**config.mk**
```make
export PLATFORM = sky130hd
export DESIGN_NAME = morph_blob_stats
export DESIGN_NICKNAME = d
export VERILOG_FILES = /design/src/rtl/morph_pkg.sv /design/src/rtl/seq_udiv.sv /design/src/rtl/morph_blob_stats.sv
export SDC_FILE = /design/constraint.sdc
export NUM_CORES = 1
export LEC_CHECK = 0
export CAP_MARGIN = 20
export CORE_MARGIN = 1
export CORE_UTILIZATION = 43
export DETAILED_ROUTE_END_ITERATION = 10
export GPL_ROUTABILITY_DRIVEN = 0
export GPL_TIMING_DRIVEN = 0
export PLACE_DENSITY = 0.7
export SYNTH_ARGS = -nofsm -noshare
export SYNTH_HDL_FRONTEND = slang
export SYNTH_SLANG_ARGS = --single-unit
```
**constraint.sdc**
```tcl
create_clock -name CLOCK -period 9.2 [get_ports CLOCK]
set_clock_uncertainty 0.2 [all_clocks]
set_input_delay 1.84 -clock CLOCK [delete_from_list [all_inputs] [get_ports CLOCK]]
set_output_delay 1.84 -clock CLOCK [all_outputs]
set_load 0.005 [all_outputs]
```
**src/rtl/morph_pkg.sv**
```systemverilog
// Shared constants and FSM state type for the blob statistics stage.
package morph_pkg;

    localparam int PIX_W = 10;
    localparam int SUM_W = 28;
    localparam int CNT_W = 19;

    typedef enum logic [1:0] {
        ACCUM,
        DIV,
        DONE
    } state_t;

endpackage

```
**src/rtl/seq_udiv.sv**
```systemverilog
// Restoring unsigned divider, one quotient bit per cycle.
module seq_udiv #(
    parameter int DW = 28,
    parameter int VW = 19,
    parameter int QW = 10
) (
    input  logic          CLOCK,
    input  logic          RESET,
    input  logic          start,
    input  logic [DW-1:0] dividend,
    input  logic [VW-1:0] divisor,
    output logic          busy,
    output logic          done,
    output logic [QW-1:0] quotient
);

    localparam int CW = $clog2(DW + 1);

    logic [DW-1:0] q;
    logic [VW-1:0] d;
    logic [VW-1:0] r;
    logic [CW-1:0] cnt;
    logic [VW:0]   trial;
    logic [VW:0]   diff;

    // A borrow out of the top bit means the trial remainder is below the divisor
    assign trial    = {r, q[DW-1]};
    assign diff     = trial - {1'b0, d};
    assign quotient = q[QW-1:0];

    always_ff @(posedge CLOCK) begin
        if (RESET) begin
            q    <= '0;
            d    <= '0;
            r    <= '0;
            cnt  <= '0;
            busy <= 1'b0;
            done <= 1'b0;
        end else begin
            done <= 1'b0;
            if (start) begin
                q    <= dividend;
                d    <= divisor;
                r    <= '0;
                cnt  <= CW'(DW);
                busy <= 1'b1;
            end else if (busy) begin
                if (!diff[VW]) begin
                    r <= diff[VW-1:0];
                    q <= {q[DW-2:0], 1'b1};
                end else begin
                    r <= trial[VW-1:0];
                    q <= {q[DW-2:0], 1'b0};
                end
                cnt <= cnt - 1'b1;
                if (cnt == CW'(1)) begin
                    busy <= 1'b0;
                    done <= 1'b1;
                end
            end
        end
    end

endmodule

```
**src/rtl/morph_blob_stats.sv**
```systemverilog
// Per-frame foreground bounding box, pixel count and centroid of the mask stream.
module morph_blob_stats
    import morph_pkg::*;
#(
    parameter int               IMG_W     = 640,
    parameter int               IMG_H     = 480,
    parameter logic [PIX_W-1:0] THRESH    = 10'h200,
    parameter int               MIN_COUNT = 16
) (
    input  logic             CLOCK,
    input  logic             RESET,
    input  logic             iSOF,
    input  logic             iDVAL,
    input  logic [PIX_W-1:0] iDATA,
    output logic             oBOX_VALID,
    output logic             oFOUND,
    output logic [PIX_W-1:0] oX_MIN,
    output logic [PIX_W-1:0] oX_MAX,
    output logic [PIX_W-1:0] oY_MIN,
    output logic [PIX_W-1:0] oY_MAX,
    output logic [PIX_W-1:0] oCX,
    output logic [PIX_W-1:0] oCY,
    output logic [CNT_W-1:0] oCOUNT,
    output logic             oOVERRUN
);

    state_t           state;
    logic [PIX_W-1:0] x, y, px, py;
    logic [PIX_W-1:0] a_xmin, a_xmax, a_ymin, a_ymax;
    logic [SUM_W-1:0] a_sx, a_sy;
    logic [CNT_W-1:0] a_cnt;
    logic [PIX_W-1:0] b_xmin, b_xmax, b_ymin, b_ymax;
    logic [SUM_W-1:0] b_sx, b_sy;
    logic [CNT_W-1:0] b_cnt;
    logic [PIX_W-1:0] s_xmin, s_xmax, s_ymin, s_ymax;
    logic [CNT_W-1:0] s_cnt;
    logic             s_found, fend_q;
    logic             fg, restart, eol, eof;
    logic             take, found_now, div_go, fin;
    logic [4:0]       lat;
    logic             bx_busy, by_busy, bx_done, by_done;
    logic [PIX_W-1:0] qx, qy;

    // Start of frame or a completed frame restarts accumulation from init values
    always_comb begin
        px      = iSOF ? '0 : x;
        py      = iSOF ? '0 : y;
        fg      = iDVAL && (iDATA >= THRESH);
        restart = iSOF || fend_q;
        eol     = (px == PIX_W'(IMG_W - 1));
        eof     = iDVAL && eol && (py == PIX_W'(IMG_H - 1));
        b_xmin  = restart ? '1 : a_xmin;
        b_xmax  = restart ? '0 : a_xmax;
        b_ymin  = restart ? '1 : a_ymin;
        b_ymax  = restart ? '0 : a_ymax;
        b_sx    = restart ? '0 : a_sx;
        b_sy    = restart ? '0 : a_sy;
        b_cnt   = restart ? '0 : a_cnt;
    end

    assign take      = fend_q && (state == ACCUM);
    assign found_now = (a_cnt >= CNT_W'(MIN_COUNT));
    assign div_go    = take && found_now && !(bx_busy || by_busy);
    assign fin       = s_found ? (bx_done && by_done) : (lat == '0);

    always_ff @(posedge CLOCK) begin
        if (RESET) begin
            x      <= '0;
            y      <= '0;
            fend_q <= 1'b0;
            a_xmin <= '1;
            a_xmax <= '0;
            a_ymin <= '1;
            a_ymax <= '0;
            a_sx   <= '0;
            a_sy   <= '0;
            a_cnt  <= '0;
        end else begin
            fend_q <= eof;
            if (iDVAL) begin
                x <= eol ? '0 : px + 1'b1;
                if (eol)
                    y <= (py == PIX_W'(IMG_H - 1)) ? '0 : py + 1'b1;
                else
                    y <= py;
            end else if (iSOF) begin
                x <= '0;
                y <= '0;
            end
            a_xmin <= (fg && px < b_xmin) ? px : b_xmin;
            a_xmax <= (fg && px > b_xmax) ? px : b_xmax;
            a_ymin <= (fg && py < b_ymin) ? py : b_ymin;
            a_ymax <= (fg && py > b_ymax) ? py : b_ymax;
            a_sx   <= b_sx + (fg ? SUM_W'(px) : '0);
            a_sy   <= b_sy + (fg ? SUM_W'(py) : '0);
            a_cnt  <= b_cnt + CNT_W'(fg);
        end
    end

    always_ff @(posedge CLOCK) begin
        if (RESET) begin
            state      <= ACCUM;
            lat        <= '0;
            s_found    <= 1'b0;
            s_xmin     <= '0;
            s_xmax     <= '0;
            s_ymin     <= '0;
            s_ymax     <= '0;
            s_cnt      <= '0;
            oBOX_VALID <= 1'b0;
            oFOUND     <= 1'b0;
            oX_MIN     <= '0;
            oX_MAX     <= '0;
            oY_MIN     <= '0;
            oY_MAX     <= '0;
            oCX        <= '0;
            oCY        <= '0;
            oCOUNT     <= '0;
            oOVERRUN   <= 1'b0;
        end else begin
            oBOX_VALID <= 1'b0;
            oOVERRUN   <= fend_q && (state != ACCUM);
            unique case (state)
                ACCUM: begin
                    if (take) begin
                        // Small blobs snapshot as zeros so outputs need no gating
                        s_found <= found_now;
                        s_xmin  <= found_now ? a_xmin : '0;
                        s_xmax  <= found_now ? a_xmax : '0;
                        s_ymin  <= found_now ? a_ymin : '0;
                        s_ymax  <= found_now ? a_ymax : '0;
                        s_cnt   <= found_now ? a_cnt : '0;
                        lat     <= 5'(SUM_W);
                        state   <= DIV;
                    end
                end
                DIV: begin
                    if (lat != '0)
                        lat <= lat - 1'b1;
                    if (fin) begin
                        oBOX_VALID <= 1'b1;
                        oFOUND     <= s_found;
                        oX_MIN     <= s_xmin;
                        oX_MAX     <= s_xmax;
                        oY_MIN     <= s_ymin;
                        oY_MAX     <= s_ymax;
                        oCOUNT     <= s_cnt;
                        oCX        <= s_found ? qx : '0;
                        oCY        <= s_found ? qy : '0;
                        state      <= DONE;
                    end
                end
                DONE:    state <= ACCUM;
                default: state <= ACCUM;
            endcase
        end
    end

    seq_udiv #(.DW(SUM_W), .VW(CNT_W), .QW(PIX_W)) u_div_x (
        .CLOCK    (CLOCK),
        .RESET    (RESET),
        .start    (div_go),
        .dividend (a_sx),
        .divisor  (a_cnt),
        .busy     (bx_busy),
        .done     (bx_done),
        .quotient (qx)
    );

    seq_udiv #(.DW(SUM_W), .VW(CNT_W), .QW(PIX_W)) u_div_y (
        .CLOCK    (CLOCK),
        .RESET    (RESET),
        .start    (div_go),
        .dividend (a_sy),
        .divisor  (a_cnt),
        .busy     (by_busy),
        .done     (by_done),
        .quotient (qy)
    );

endmodule

```
* Word level (Yosys, flattened, before mapping) *
Index checks and enable logic that the tools add are counted.

word-level totals
  register bits = 412
  input port bits = 14
  output and inout bits = 82
  logic and storage cells = 153

cells by class
  add/sub/neg operators = 10
  magnitude comparators = 6
  equal/unequal tests = 8
  muxes and demuxes = 55
  bitwise operators = 3
  reductions and logical operators = 30

operators with widths
  cell                                                                 count
  2-to-1 mux 10 bit                                                    23
  2-to-1 mux 28 bit                                                    6
  2-to-1 mux 19 bit                                                    4
  adder 28 x 10 -> 28 bit                                              2
  subtractor 20 x 19 -> 20 bit                                         2
  2-to-1 mux 5 bit                                                     6
  adder 10 x 1 -> 10 bit (second input constant)                       2
  > comparator 10 bit                                                  2
  < comparator 10 bit                                                  2
  adder 19 x 1 -> 19 bit                                               1
  greater-or-equal comparator 19 x 5 -> 1 bit (second input constant)  1
  subtractor 5 x 1 -> 5 bit (second input constant)                    3
  logical AND 1 bit                                                    12
  2-to-1 mux 1 bit                                                     12
  equality test 10 bit (second input constant)                         1
  equality test 10 x 9 -> 1 bit (second input constant)                1
  equality test 5 x 1 -> 1 bit (second input constant)                 2
  greater-or-equal comparator 10 bit (second input constant)           1
  one-hot mux 5 bit (2 select lines)                                   1
  nonzero test 2 bit                                                   4
  inequality test 2 bit (second input constant)                        3
  AND reduction 2 bit                                                  3
  OR reduction 3 bit                                                   2
  logical NOT 5 bit                                                    1
  10 further kinds                                                     15

* Logic depth before layout (Yosys ltp) *
  depth in word-level cells = 5
  gate-level depth with buffers = 16
  gate-level depth less buffers = 13

* Modules after synthesis *
From an unflattened synthesis, not the netlist that was laid out.

unflattened totals
  cells, all modules = 2564
  area, all modules = 21341.7 um^2

by module, submodules not included
  module              instances  cells an instance  area an instance (um^2)  sequential area each (um^2)
  morph_blob_stats    1          1502               12738.5                  5705.5
  seq_udiv (u_div_y)  1          539                4336.7                   1461.4
  seq_udiv (u_div_x)  1          523                4266.6                   1461.4

* Least setup slack after synthesis *
Ideal clock, no wire load.

  path kind = input port to flip-flop
  from = in iSOF
  to = reg a_sy[27]
  setup time = 128 ps
  data arrival time = 5028 ps
  required time = 8872 ps
  setup slack = 3844 ps
  stages on the path = 15
  buffers on the path = 4
  cells stage by stage = buf_2 > nor2_2 > clkbuf_1 > clkbuf_1 > clkbuf_1 > and2_1 > ha_1 > a21o_1 > a21o_1 > a2111oi_0 > or3_1 > a211oi_1 > nor4b_1 > xor2_1 > nor2_1

on the way
  word-level cells in the longest chain between the ends = 3
  elaborated cells on any way between the ends = 5

RTL lines
  what                                                    line                                            text
  from (decl)                                             morph_blob_stats.sv:12                          input logic iSOF,
  2-to-1 mux 10 bit or logical OR 1 bit (tied branches)   -
  2-to-1 mux 10 bit or 2-to-1 mux 28 bit (tied branches)  morph_blob_stats.sv:95, morph_blob_stats.sv:57
  adder 28 x 10 -> 28 bit (*)                             morph_blob_stats.sv:95                          a_sy <= b_sy + (fg ? SUM_W'(py) : '0);
  to (signal assigned)                                    morph_blob_stats.sv:95
  to (decl)                                               morph_blob_stats.sv:30                          logic [SUM_W-1:0] a_sx, a_sy;

Mark *: on every way between the ends. The rest lies on a longest branch, timed or not.
A chain may end at the register's enable or synchronous reset.

* Final worst setup path *
Same ends and word-level chain as after synthesis.

==> metrics.json <==
{
  "outcome": {
    "run_status": "finished, final reports clean"
  },
  "final_layout": {
    "insertedDiodeCount": 0,
    "most_common_cell_after_layout_fill_and_taps_aside": "sky130_fd_sc_hd__dfxtp_1",
    "layout_common_cells": "sky130_fd_sc_hd__dfxtp_1, sky130_fd_sc_hd__nor2_1, sky130_fd_sc_hd__nand2_1",
    "area_growth_syn_to_fin_pct": 16.1,
    "final_util": 0.505,
    "nets": 2602,
    "finish.cell_count_without_fillers": 3118,
    "drive_gt1_frac": 0.0631
  },
  "sta": {
    "postLayoutSetupSlackWorst_ns": 1.61,
    "rsz0062_at_grt": "false",
    "timing.final.crit_period_ns": 7.59,
    "finalMaxSlewViolations": 0,
    "setup_viol_count_final": 0,
    "headroom_to_the_max_slew_limit": 0.251,
    "hold_violations": 0,
    "maximum_achievable_frequency_mhz": 132,
    "setup_total_negative_slack_ns": 0,
    "tightestPinTransition_ns": 1.10,
    "final_worst_path_cycle_share": 0.825
  },
  "global_routing": {
    "grt_use_total": 0.238,
    "overflow": 0,
    "antenna_found_initial": 0,
    "grt_max_degree": 15,
    "grt_pass1_vias": 16800,
    "grt_pass1_wl_um": 89400
  },
  "critical_path": {
    "setup.worst_path.class": "primary input to register",
    "cp.required_ns": 9.41,
    "nature_of_the_critical_path_startpoint": "primary input",
    "critPathArrivalTime_ns": 7.80,
    "rr_startpoint": "fend_q$_SDFF_PP0_",
    "ff2ff_setup_slack_ns": 3.26,
    "worstSetupEndpointType": "register",
    "worstRegToRegCells": 15,
    "cp_max_fo": 10,
    "rr_endpoint": "a_sy[27]$_SDFF_PP0_"
  },
  "detailed_routing": {
    "detailroute.via_count": 17500,
    "route.detailed.drc": 0,
    "detail_route.vias_per_cell": 5.62,
    "antenna_violation_net_count_after_detailed_routing": 0,
    "drt_wl_total_um": 56900,
    "route.detailed.wl_per_inst_um": 18.3,
    "dr.first_iter.drc_count": 1397,
    "drt_pass1_iterations": 5
  },
  "clock_tree": {
    "clock_path_buffers": 3,
    "cts_resized": 0,
    "cts_buffers": 44,
    "cts-root-buf": "sky130_fd_sc_hd__clkbuf_16",
    "h-tree-depth": 2,
    "postCtsSetupBuffers": 0,
    "clock_tree_from_tritoncts": "yes",
    "ctsHoldBuffers": 0,
    "clk_latency_ns": 0.57,
    "worst_setup_hold_path_clk_slew_ns": 0.06,
    "cts_sinks": 412
  },
  "floorplan": {
    "ios": 96,
    "core_area_um2": 45300,
    "design.die.area_um2": 46700,
    "core.rowCount": 78,
    "initial_core_util": 0.435,
    "dieHeight_um": 216,
    "die_w_um": 216
  },
  "yosys": {
    "synth_seq_cells": 412,
    "post_synth_num_cell_types": 77,
    "syn-num-nets": 2471,
    "syn-instance-count": 2351,
    "edff_count_synth": 0,
    "synth_area_per_cell_um2": 8.38,
    "ys_async_sr_fraction": 0,
    "synth_top_cell_area_share": 0.418,
    "yosys_warnings": 0,
    "mappedNetlistArea_um2": 19700,
    "post_synth_top_area_cell": "sky130_fd_sc_hd__dfxtp_1",
    "synth_flop_cell": "sky130_fd_sc_hd__dfxtp_1",
    "yosysSeqAreaShare": 0.418,
    "ys_top_cells_by_area": "sky130_fd_sc_hd__dfxtp_1, sky130_fd_sc_hd__ha_1, sky130_fd_sc_hd__nor2_1"
  },
  "power_and_ir_drop": {
    "static-leakage-power_nw": 8.56,
    "power.density_cell_area_nw_per_um2": 166,
    "irDropWorstVdd_mv": 0.130
  },
  "hold_path": {
    "worst_hold_path_type": "register to register",
    "timing.hold.worst_path_depth": 2,
    "whs_endpoint": "oCOUNT[4]$_SDFFE_PP0P_",
    "min-delay-start": "oCOUNT[4]$_SDFFE_PP0P_"
  },
  "place": {
    "post-place-cells": 3036,
    "dp_slack_ns": 1.23,
    "buffer_ports.inserted": 85,
    "hpwl_um": 42300
  },
  "run": {
    "max_cap_violations": 0
  }
}
==> worst max-delay path, stage by stage <==
cell	delay, ns
sky130_fd_sc_hd__clkdlybuf4s50_1	0.53
sky130_fd_sc_hd__buf_2	0.28
sky130_fd_sc_hd__nor2_2	0.65
sky130_fd_sc_hd__clkbuf_1	0.56
sky130_fd_sc_hd__clkbuf_1	0.64
sky130_fd_sc_hd__clkbuf_1	0.52
sky130_fd_sc_hd__and2_1	0.22
sky130_fd_sc_hd__ha_1	0.26
sky130_fd_sc_hd__a21o_1	0.14
sky130_fd_sc_hd__a21o_1	0.18
sky130_fd_sc_hd__a2111oi_0	0.23
sky130_fd_sc_hd__or3_1	0.44
sky130_fd_sc_hd__a211oi_1	0.68
sky130_fd_sc_hd__nor4b_1	0.39
sky130_fd_sc_hd__xor2_1	0.18
sky130_fd_sc_hd__nor2_1	0.05
==> Yosys cell counts (6+ instances only) <==
cell type	number
sky130_fd_sc_hd__a211oi_1	14
sky130_fd_sc_hd__a21o_1	27
sky130_fd_sc_hd__a21oi_1	230
sky130_fd_sc_hd__a22oi_1	101
sky130_fd_sc_hd__a31oi_1	9
sky130_fd_sc_hd__a41oi_1	6
sky130_fd_sc_hd__and2_1	27
sky130_fd_sc_hd__and3_1	14
sky130_fd_sc_hd__buf_2	16
sky130_fd_sc_hd__buf_4	10
sky130_fd_sc_hd__clkbuf_1	107
sky130_fd_sc_hd__dfxtp_1	412
sky130_fd_sc_hd__ha_1	102
sky130_fd_sc_hd__inv_1	60
sky130_fd_sc_hd__mux2_2	31
sky130_fd_sc_hd__mux2i_1	55
sky130_fd_sc_hd__nand2_1	327
sky130_fd_sc_hd__nand2b_1	13
sky130_fd_sc_hd__nand3_1	34
sky130_fd_sc_hd__nand3b_1	7
sky130_fd_sc_hd__nand4_1	30
sky130_fd_sc_hd__nor2_1	332
sky130_fd_sc_hd__nor2b_1	24
sky130_fd_sc_hd__nor3_1	32
sky130_fd_sc_hd__nor3b_1	11
sky130_fd_sc_hd__nor4_1	7
sky130_fd_sc_hd__nor4b_1	6
sky130_fd_sc_hd__o211ai_1	9
sky130_fd_sc_hd__o21a_1	12
sky130_fd_sc_hd__o21ai_0	57
sky130_fd_sc_hd__o21ai_1	7
sky130_fd_sc_hd__o21bai_1	7
sky130_fd_sc_hd__o31ai_1	7
sky130_fd_sc_hd__xnor2_1	57
sky130_fd_sc_hd__xor2_1	65
==> layer usage <==
| layer | GRT usage | wire (um) | vias up |
|---|---|---|---|
| li1 | - | - | 8401 |
| met1 | 0.318 | 25700 | 8401 |
| met2 | 0.388 | 25800 | 591 |
| met3 | 0.0382 | 3700 | 126 |
| met4 | 0.0843 | 1750 | 0 |
| met5 | 0 | 0 | - |
==> kinds of logic (layout without fill, tap and decap cells) <==
logic type | Yosys count | in the layout | synth area share
multiplexers | 86 | 86 | 0.0456
XOR/XNOR | 123 | 123 | 0.0550
adder cells (fa/ha/maj) | 106 | 106 | 0.0688
AND/OR/NAND/NOR | 897 | 897 | 0.203
flip-flops | 412 | 412 | 0.418
AO/OA/AOI/OAI | 526 | 526 | 0.168
buffers and inverters | 201 | 368 | 0.0413
==> metrics by stage <==
stage	power [mW]	instance area [um^2]	hold WS [ns]
after global placement	1.92	21300	0.243
after global routing	3.90	22900	0.268
final	3.80	22900	0.253
after floorplan	1.88	19700	0.232
after detailed placement	1.92	21300	0.246
after CTS	3.82	22900	0.255
==> sequential cells by signal, indices dropped and copies added, names as in the netlist, 19 cells and up <==
name,count
a_cnt,19
a_sx,28
a_sy,28
oCOUNT,19
s_cnt,19
u_div_x.d,19
u_div_x.q,28
u_div_x.r,19
u_div_y.q,28
u_div_y.r,19
==> worst max-delay path by stage <==
| stage | start | end | slack (ns) |
|---|---|---|---|
| after CTS | iSOF | a_sy[27]$_SDFF_PP0_ | 1.79 |
| after global placement | iSOF | a_sy[27]$_SDFF_PP0_ | 1.36 |
| final | iSOF | a_sy[27]$_SDFF_PP0_ | 1.61 |
| after global routing | iSOF | a_sy[27]$_SDFF_PP0_ | 1.44 |
| after floorplan | iSOF | a_sy[27]$_SDFF_PP0_ | 3.84 |
| after detailed placement | iSOF | a_sy[27]$_SDFF_PP0_ | 1.23 |
==> layout make-up <==
type	count	area (um^2)
Fill cell	4162	22400
Clock buffer	62	1270
Sequential cell	412	8250
Clock inverter	20	298
Inverter	61	229
Multi-Input combinational cell	1738	10700
Buffer	140	586
Timing Repair Buffer	85	851
Tap cell	600	751
==> power breakdown <==
group / internal, mW / leakage [nW] / switching (mW)
logic: 0.0190 / 4.47 / 0.0678
registers: 1.79 / 3.32 / 0.00508
clock network: 1.17 / 0.769 / 0.756
total: 2.97 / 8.56 / 0.829
Note: power is estimated with default switching activity, not from simulation.
